### src/rtl/life_pkg.sv
// Shared types and default geometry for the Game-of-Life datapath blocks.
package life_pkg;

  localparam int LIFE_LINE_WIDTH = 8;
  localparam int LIFE_ADDR_SIZE  = 3;

  typedef enum logic [1:0] {
    IDLE,
    PRIME,
    WAIT,
    PRESENT
  } rwr_state_t;

  typedef enum logic [1:0] {
    SLOT_ABOVE,
    SLOT_CUR,
    SLOT_BELOW
  } slot_t;

endpackage

### src/rtl/read_tag_pipe.sv
// Delays a read-issued flag and its destination slot so the capture lines up
// with the returning buffer data.
module read_tag_pipe
  import life_pkg::*;
#(
  parameter int DEPTH = 1
) (
  input  logic  clk_i,
  input  logic  rst_i,
  input  logic  vld_i,
  input  slot_t slot_i,
  output logic  vld_o,
  output slot_t slot_o
);

  logic  vld_q  [DEPTH];
  slot_t slot_q [DEPTH];

  always_ff @(posedge clk_i or posedge rst_i) begin
    if (rst_i) begin
      for (int i = 0; i < DEPTH; i++) begin
        vld_q[i]  <= 1'b0;
        slot_q[i] <= SLOT_ABOVE;
      end
    end else begin
      vld_q[0]  <= vld_i;
      slot_q[0] <= slot_i;
      for (int i = 1; i < DEPTH; i++) begin
        vld_q[i]  <= vld_q[i-1];
        slot_q[i] <= slot_q[i-1];
      end
    end
  end

  assign vld_o  = vld_q[DEPTH-1];
  assign slot_o = slot_q[DEPTH-1];

endmodule

### src/rtl/row_window_reader.sv
// Streams the previous generation as 3-row windows (above, cur, below) with
// vertical wrap, reading rows from the double-buffer logic port.
//   state   | meaning
//   IDLE    | no scan; waits for start_in
//   PRIME   | issues reads for rows N-1, 0, 1 and waits for all three
//   WAIT    | one refill read of the new below row in flight
//   PRESENT | window valid, waiting for the consumer to accept
module row_window_reader
  import life_pkg::*;
#(
  parameter int LINE_WIDTH   = LIFE_LINE_WIDTH,
  parameter int ADDR_SIZE    = LIFE_ADDR_SIZE,
  parameter int READ_LATENCY = 1
) (
  input  logic                  clk_in,
  input  logic                  rst_in,
  input  logic                  start_in,
  output logic [ADDR_SIZE-1:0]  addr_r_out,
  input  logic [LINE_WIDTH-1:0] data_in,
  output logic [LINE_WIDTH-1:0] above_out,
  output logic [LINE_WIDTH-1:0] cur_out,
  output logic [LINE_WIDTH-1:0] below_out,
  output logic [ADDR_SIZE-1:0]  row_idx_out,
  output logic                  row_valid_out,
  input  logic                  row_ready_in,
  output logic                  busy_out,
  output logic                  done_out
);

  if (ADDR_SIZE < 2) begin : g_bad_addr_size
    $error("row_window_reader: ADDR_SIZE must be at least 2");
  end
  if (READ_LATENCY < 1 || READ_LATENCY > 2) begin : g_bad_latency
    $error("row_window_reader: READ_LATENCY must be 1 or 2");
  end

  rwr_state_t            state_q, state_d;
  logic [ADDR_SIZE-1:0]  addr_q, addr_d;
  logic                  iss_vld_q, iss_vld_d;
  slot_t                 iss_slot_q, iss_slot_d;
  logic [1:0]            prime_cnt_q, prime_cnt_d;
  logic [LINE_WIDTH-1:0] above_q, above_d;
  logic [LINE_WIDTH-1:0] cur_q, cur_d;
  logic [LINE_WIDTH-1:0] below_q, below_d;
  logic [ADDR_SIZE-1:0]  idx_q, idx_d;
  logic                  done_q, done_d;

  logic                  cap_vld;
  slot_t                 cap_slot;

  // The issue flag is registered alongside addr_r_out, so the pipe only has to
  // add the buffer's read latency on top of it.
  read_tag_pipe #(
    .DEPTH (READ_LATENCY)
  ) u_tag_pipe (
    .clk_i  (clk_in),
    .rst_i  (rst_in),
    .vld_i  (iss_vld_q),
    .slot_i (iss_slot_q),
    .vld_o  (cap_vld),
    .slot_o (cap_slot)
  );

  always_comb begin
    state_d     = state_q;
    addr_d      = addr_q;
    iss_vld_d   = 1'b0;
    iss_slot_d  = iss_slot_q;
    prime_cnt_d = prime_cnt_q;
    above_d     = above_q;
    cur_d       = cur_q;
    below_d     = below_q;
    idx_d       = idx_q;
    done_d      = 1'b0;

    if (cap_vld) begin
      case (cap_slot)
        SLOT_ABOVE: above_d = data_in;
        SLOT_CUR:   cur_d   = data_in;
        SLOT_BELOW: below_d = data_in;
        default:    below_d = data_in;
      endcase
    end

    case (state_q)
      IDLE: begin
        if (start_in) begin
          state_d     = PRIME;
          addr_d      = '1;
          iss_vld_d   = 1'b1;
          iss_slot_d  = SLOT_ABOVE;
          prime_cnt_d = 2'd0;
          idx_d       = '0;
        end
      end
      PRIME: begin
        if (prime_cnt_q == 2'd0) begin
          addr_d      = '0;
          iss_vld_d   = 1'b1;
          iss_slot_d  = SLOT_CUR;
          prime_cnt_d = 2'd1;
        end else if (prime_cnt_q == 2'd1) begin
          addr_d      = ADDR_SIZE'(1);
          iss_vld_d   = 1'b1;
          iss_slot_d  = SLOT_BELOW;
          prime_cnt_d = 2'd2;
        end
        if (cap_vld && cap_slot == SLOT_BELOW) begin
          state_d = PRESENT;
        end
      end
      WAIT: begin
        if (cap_vld) begin
          state_d = PRESENT;
        end
      end
      PRESENT: begin
        if (row_ready_in) begin
          if (idx_q == {ADDR_SIZE{1'b1}}) begin
            state_d = IDLE;
            done_d  = 1'b1;
          end else begin
            // Slide the window down; the new below row wraps past N-1 to 0.
            above_d    = cur_q;
            cur_d      = below_q;
            idx_d      = idx_q + ADDR_SIZE'(1);
            addr_d     = idx_q + ADDR_SIZE'(2);
            iss_vld_d  = 1'b1;
            iss_slot_d = SLOT_BELOW;
            state_d    = WAIT;
          end
        end
      end
      default: state_d = IDLE;
    endcase
  end

  always_ff @(posedge clk_in or posedge rst_in) begin
    if (rst_in) begin
      state_q     <= IDLE;
      addr_q      <= '0;
      iss_vld_q   <= 1'b0;
      iss_slot_q  <= SLOT_ABOVE;
      prime_cnt_q <= 2'd0;
      above_q     <= '0;
      cur_q       <= '0;
      below_q     <= '0;
      idx_q       <= '0;
      done_q      <= 1'b0;
    end else begin
      state_q     <= state_d;
      addr_q      <= addr_d;
      iss_vld_q   <= iss_vld_d;
      iss_slot_q  <= iss_slot_d;
      prime_cnt_q <= prime_cnt_d;
      above_q     <= above_d;
      cur_q       <= cur_d;
      below_q     <= below_d;
      idx_q       <= idx_d;
      done_q      <= done_d;
    end
  end

  assign addr_r_out    = addr_q;
  assign above_out     = above_q;
  assign cur_out       = cur_q;
  assign below_out     = below_q;
  assign row_idx_out   = idx_q;
  assign row_valid_out = (state_q == PRESENT);
  assign busy_out      = (state_q != IDLE);
  assign done_out      = done_q;

endmodule
### config.mk
export PLATFORM = sky130hd
export DESIGN_NAME = row_window_reader
export DESIGN_NICKNAME = d
export VERILOG_FILES = /design/src/rtl/life_pkg.sv /design/src/rtl/read_tag_pipe.sv /design/src/rtl/row_window_reader.sv
export SDC_FILE = /design/constraint.sdc
export NUM_CORES = 1
export LEC_CHECK = 0
export BUFFER_PORTS_ARGS = -buffer_cell sky130_fd_sc_hd__buf_2
export CORE_UTILIZATION = 35
export CTS_CLUSTER_DIAMETER = 80
export DETAILED_ROUTE_END_ITERATION = 8
export HOLD_SLACK_MARGIN = 0.12
export SYNTH_ARGS = -nofsm -noshare
export SYNTH_HDL_FRONTEND = slang
export SYNTH_SLANG_ARGS = --single-unit
### constraint.sdc
create_clock -name clk_in -period 1.63 [get_ports clk_in]
set_input_delay 0.2445 -clock clk_in [delete_from_list [all_inputs] [get_ports clk_in]]
set_output_delay 0.2445 -clock clk_in [all_outputs]
set_load 0.005 [all_outputs]
# After elaboration in Yosys (flattened, before gate mapping)
# Cells that the tools add are included.
# op_classes
reduce_logical,14
n_eq_ne,13
n_addsub,2
bitwise_logic,1
muxes,42
# op_table
operator,count
8-bit two-way mux,10
3-bit two-way mux,8
2-bit two-way mux,10
3-bit one-hot mux with 3 select lines,1
1-bit two-way mux,8
2-bit one-hot mux with 4 select lines,1
4-bit AND reduction,2
2-bit by 1-bit equality test with 1-bit output (second input constant),3
2-bit equality test (second input constant),3
2-bit zero test,3
2-bit inequality test (second input constant),3
2-bit one-hot mux with 3 select lines,1
3-bit one-hot mux with 2 select lines,1
2-bit nonzero test,3
5-bit AND reduction,1
2-bit by 1-bit inequality test with 1-bit output (second input constant),2
2-bit one-hot mux with 2 select lines,1
3-bit by 1-bit adder with 3-bit output (second input constant),1
3-bit by 2-bit adder with 3-bit output (second input constant),1
3-bit equality test (second input constant),1
3-bit inequality test (second input constant),1
1-bit one-hot mux with 3 select lines,1
3-bit AND reduction,1
3-bit nonzero test,1
4 further kinds,4
# totals
reg_bits,41
out_inout_bits,33
wordCells,84
inputBits,12

# Logic depth before layout (Yosys ltp)
# logic_depth
word_depth,6
depth_mapped,6
ltp_nobuf,5

# Cells and area by module
# A second synthesis with hierarchy kept.
# hier_totals
hier_cells,176
hier_area_um2,2044.5
# by_module_without_submodules
mod,instances,seq_area_each_um2,cells_per_inst,area_each_um2
row_window_reader,1,950.9,172,1965.6
read_tag_pipe,1,75.1,4,78.8

# Worst setup path before layout
# OpenSTA, ideal clock, no wires.
# synth_timing
path_kind,reg2reg
startpoint,register idx_q[1] (netlist: row_idx_out[1])
endpoint,register addr_q[0] (netlist: addr_r_out[0])
t_required_ps,1504
path_buffers,0
setup_slack_ps,-163
setup_ps,126
stages_incl_launch_ff,6
period_less_slack_ps,1793
t_arrival_ps,1667
path_cell_list,dfrtp_1 -> ha_1 -> ha_1 -> nand2b_1 -> a211o_1 -> o32a_1
# synth_via
elab_chain_cells,3
# synth_lines
element,line_no,text
"start, declared",row_window_reader.sv:45,"logic [ADDR_SIZE-1:0] idx_q, idx_d;"
"start signal, assigned",row_window_reader.sv:159,idx_q <= idx_d;
3-bit equality test,row_window_reader.sv:119,if (idx_q == {ADDR_SIZE{1'b1}}) begin
2-bit inequality test (no source line),n/a,
5-bit AND reduction (no source line),n/a,
"end signal, assigned",row_window_reader.sv:152,addr_q <= addr_d;
"end, declared",row_window_reader.sv:38,"logic [ADDR_SIZE-1:0] addr_q, addr_d;"
# Every way passes these cells.
# A chain may end at the register's enable or synchronous reset.

# Worst setup path after layout
# Ends and elaborated chain as after synthesis.

==> results.md <==
- Status: finished with violations
- Failing checks: setup timing
- Post-DP Area: 2442 sq um
- F_max: 600.6 MHz
- Area of the multi-input gates: 978.4 sq um
- Die height: 77.80 um
- Reg2reg path depth: 5
- Die Wd: 77.80 um
- Initial drt markers: 99
- I/O pin cnt: 45
- Reg area: 1026 sq um
- Final Hold Viols: 0
- Vias per inst: 4.827
- R2r endpoint: addr_r_out[0]
- Placed cells: 301
- Vias in the first global route: 1444
- Maximum fanout along the worst path: 5
- Commonest non-fill, non-tap cell in the layout: buf_2
- GP Congestion: 0.7344
- Syn. warnings: 0
- CTS max path bufs: 2
- TritonCTS sink count: 41
- Drt drc: 0
- Die area: 6052 sq um
- Tcrit/Tclk final: 102.1%
- Clk root buf: clkbuf_8
- Ratio of cells with drive above 1 in the final layout: 39.83%
- Pleak: 1.269 nW
- Nets@finish: 261
- FILL cells: 523
- Overall Global Routing Usage: 14.86%
- Worst Skew: 0.005519 ns
- Placement Rows: 27
- RR Startpoint: row_idx_out[1]
- P per Cell Area: 2001 nW/um^2
- Clk pin slew, worst setup/hold paths: 0.08 ns
- DR WL/cell: 13.80 um
- Synth Instances: 175
- Min cycle time layout: 1.665 ns
- Final Setup Violations: 3
- Max Slew Vio Count: 0
- GRT Residual Overflow: 0
- CP Class: register to register
- Hold Path Depth: 2
- Count of cell types in the netlist: 35
- Post-synth net total: 196
- First drt pass iteration count: 4
- Final instance area: 2640 sq um
- H-tree levels: 2
- Port bufs: 44
- Slew @ Worst Pin: 0.5242 ns
- Final wirelength: 4.319 mm
- CP arrival: 1.84 ns
- Hold Crit Class: input pin to register
- Initial cell density of the core: 36.51%
- Critical path data required time: 1.81 ns
- Seq/Total Area, Yosys: 51.03%
- Worst Setup Start Kind: register
- RSZ-0062 raised after global routing: true
- Max-cap violations: 0
- Headroom to the max-slew limit: 65.05%
- Largest net degree at the start of global routing: 42
- First-pass GRT wire length: 6.913 mm
- Cts bufs inserted: 5
- Smallest setup slack after layout: -0.03488 ns
- CP endpoint kind: register
- Final instance count without filler cells: 313
- DR vias: 1511
- Mapped Area: 2011 sq um
- Clock Latency Late Sink: 0.29 ns
- Ant. Diodes: 0
- Synthesis-stage register bit count: 41
- Synth Area per Inst: 11.49 sq um
- Hold Path Sink: below_out[6]
- Setup TNS: -0.06529 ns
- Antenna violations before repair: 0
- Hold_sp: data_in[6]
- R2R setup slack: -0.03 ns
- Hpwl dp: 2.983 mm
- Antenna Nets Post-Route: 0
- Post-Place Setup Slack: -0.01960 ns
- Area delta synth->final: 31.30%
- TritonCTS clock tree: yes
- Most frequent cells in the layout: 44 x buf_2, 41 x dfrtp_1, 21 x mux2i_1
- Peak supply drop: 875.1 uV
- Core Box Area: 5507 sq um
-- worst max-delay path: stages (launching register included) --
cell and delay, ns:
dfrtp_1 0.41, ha_4 0.18, ha_4 0.16, nand2b_4 0.15, a211o_4 0.35, o32a_1 0.30
-- flip-flops by register name (all words and copies together), names as in the netlist, 2 cells and up --
| signal | cells |
|---|---|
| above_out | 8 |
| below_out | 8 |
| cur_out | 8 |
| addr_r_out | 3 |
| row_idx_out | 3 |
| iss_slot_q | 2 |
| prime_cnt_q | 2 |
| state_q | 2 |
| u_tag_pipe.slot_o | 2 |
-- synth_stat cells (all sizes together) --
cell type | count | area share, %
a2111oi | 2 | 2.7
a211o | 1 | 0.44
a21oi | 20 | 5.2
a31oi | 1 | 0.31
and2 | 2 | 0.62
and2b | 2 | 0.81
and3 | 1 | 0.37
buf | 4 | 1.4
clkbuf | 3 | 0.56
dfrtp | 41 | 51
ha | 9 | 5.6
inv | 11 | 2.1
mux2 | 9 | 5.0
mux2i | 21 | 10
nand2 | 7 | 1.3
nand2b | 3 | 0.93
nand3b | 3 | 1.3
nor2 | 18 | 3.4
nor2b | 3 | 1.3
nor3b | 1 | 0.37
o211ai | 1 | 0.37
o21a | 1 | 0.37
o21ai | 3 | 0.75
o21bai | 1 | 0.37
o22ai | 1 | 0.31
o32a | 2 | 1.0
o32ai | 2 | 0.87
or2 | 1 | 0.31
xor2 | 1 | 0.44
-- repair_timing --
| item | in CTS | in global routing |
|---|---|---|
| setup endpoints to repair | 4 | 14 |
| endpoints found under the hold margin | 41 | 0 |
| setup buffers | 0 | 3 |
| resized for setup | 1 | 6 |
| pin swaps | 1 | 3 |
| hold buffers | 1 | 0 |
-- cell families after synthesis --
group / synth area share [%]
xor+xnor: 0.4357
compound gates: 12.70
mux: 15.49
buf+inv: 4.045
fa+ha+maj: 5.601
simple gates: 10.70
flops: 51.03
-- metrics by stage --
step                hold WS (ns)  util [%]  total power, mW
global placement          0.3357     44.35            4.279
detailed placement        0.3379     44.35            4.329
finish                    0.2173     47.94            5.283
floorplan                 0.3312         -            3.389
CTS                       0.2085     46.90            5.227
global route              0.2165     47.94            5.679
-- metal layers --
layer,part of all wire [%],track usage (%),vias up
li1,-,-,733
met1,44,18.01,731
met2,49,25.49,42
met3,5.6,3.412,5
met4,1.1,5.660,0
met5,0,0,-
-- area by class of cell --
class	count	area share, %
multi-input cells	116	37.06
well taps	72	3.412
flip-flops and latches	41	38.86
repair buffers	65	14.55
inverters	11	1.564
clock buffers	6	3.128
clock inverters	2	1.422
-- power by group --
group	internal, mW	switching [mW]
combinational	1.37	1.20
clock	0.498	0.365
sequential	1.50	0.344
total	3.37	1.91
-- worst max-delay path by stage --
stage	from	to	slack, ns
3_5_place_dp	row_idx_out[0]	addr_r_out[2]	-0.02
6_report	row_idx_out[1]	addr_r_out[0]	-0.03
3_3_place_gp	row_idx_out[1]	addr_r_out[2]	0.02
4_1_cts	row_idx_out[0]	addr_r_out[0]	-0.02
5_1_grt	state_q[0]	state_q[0]	-0.06
2_1_floorplan	row_idx_out[1]	addr_r_out[0]	0.002
Note: power is estimated with default switching activity, not from simulation.
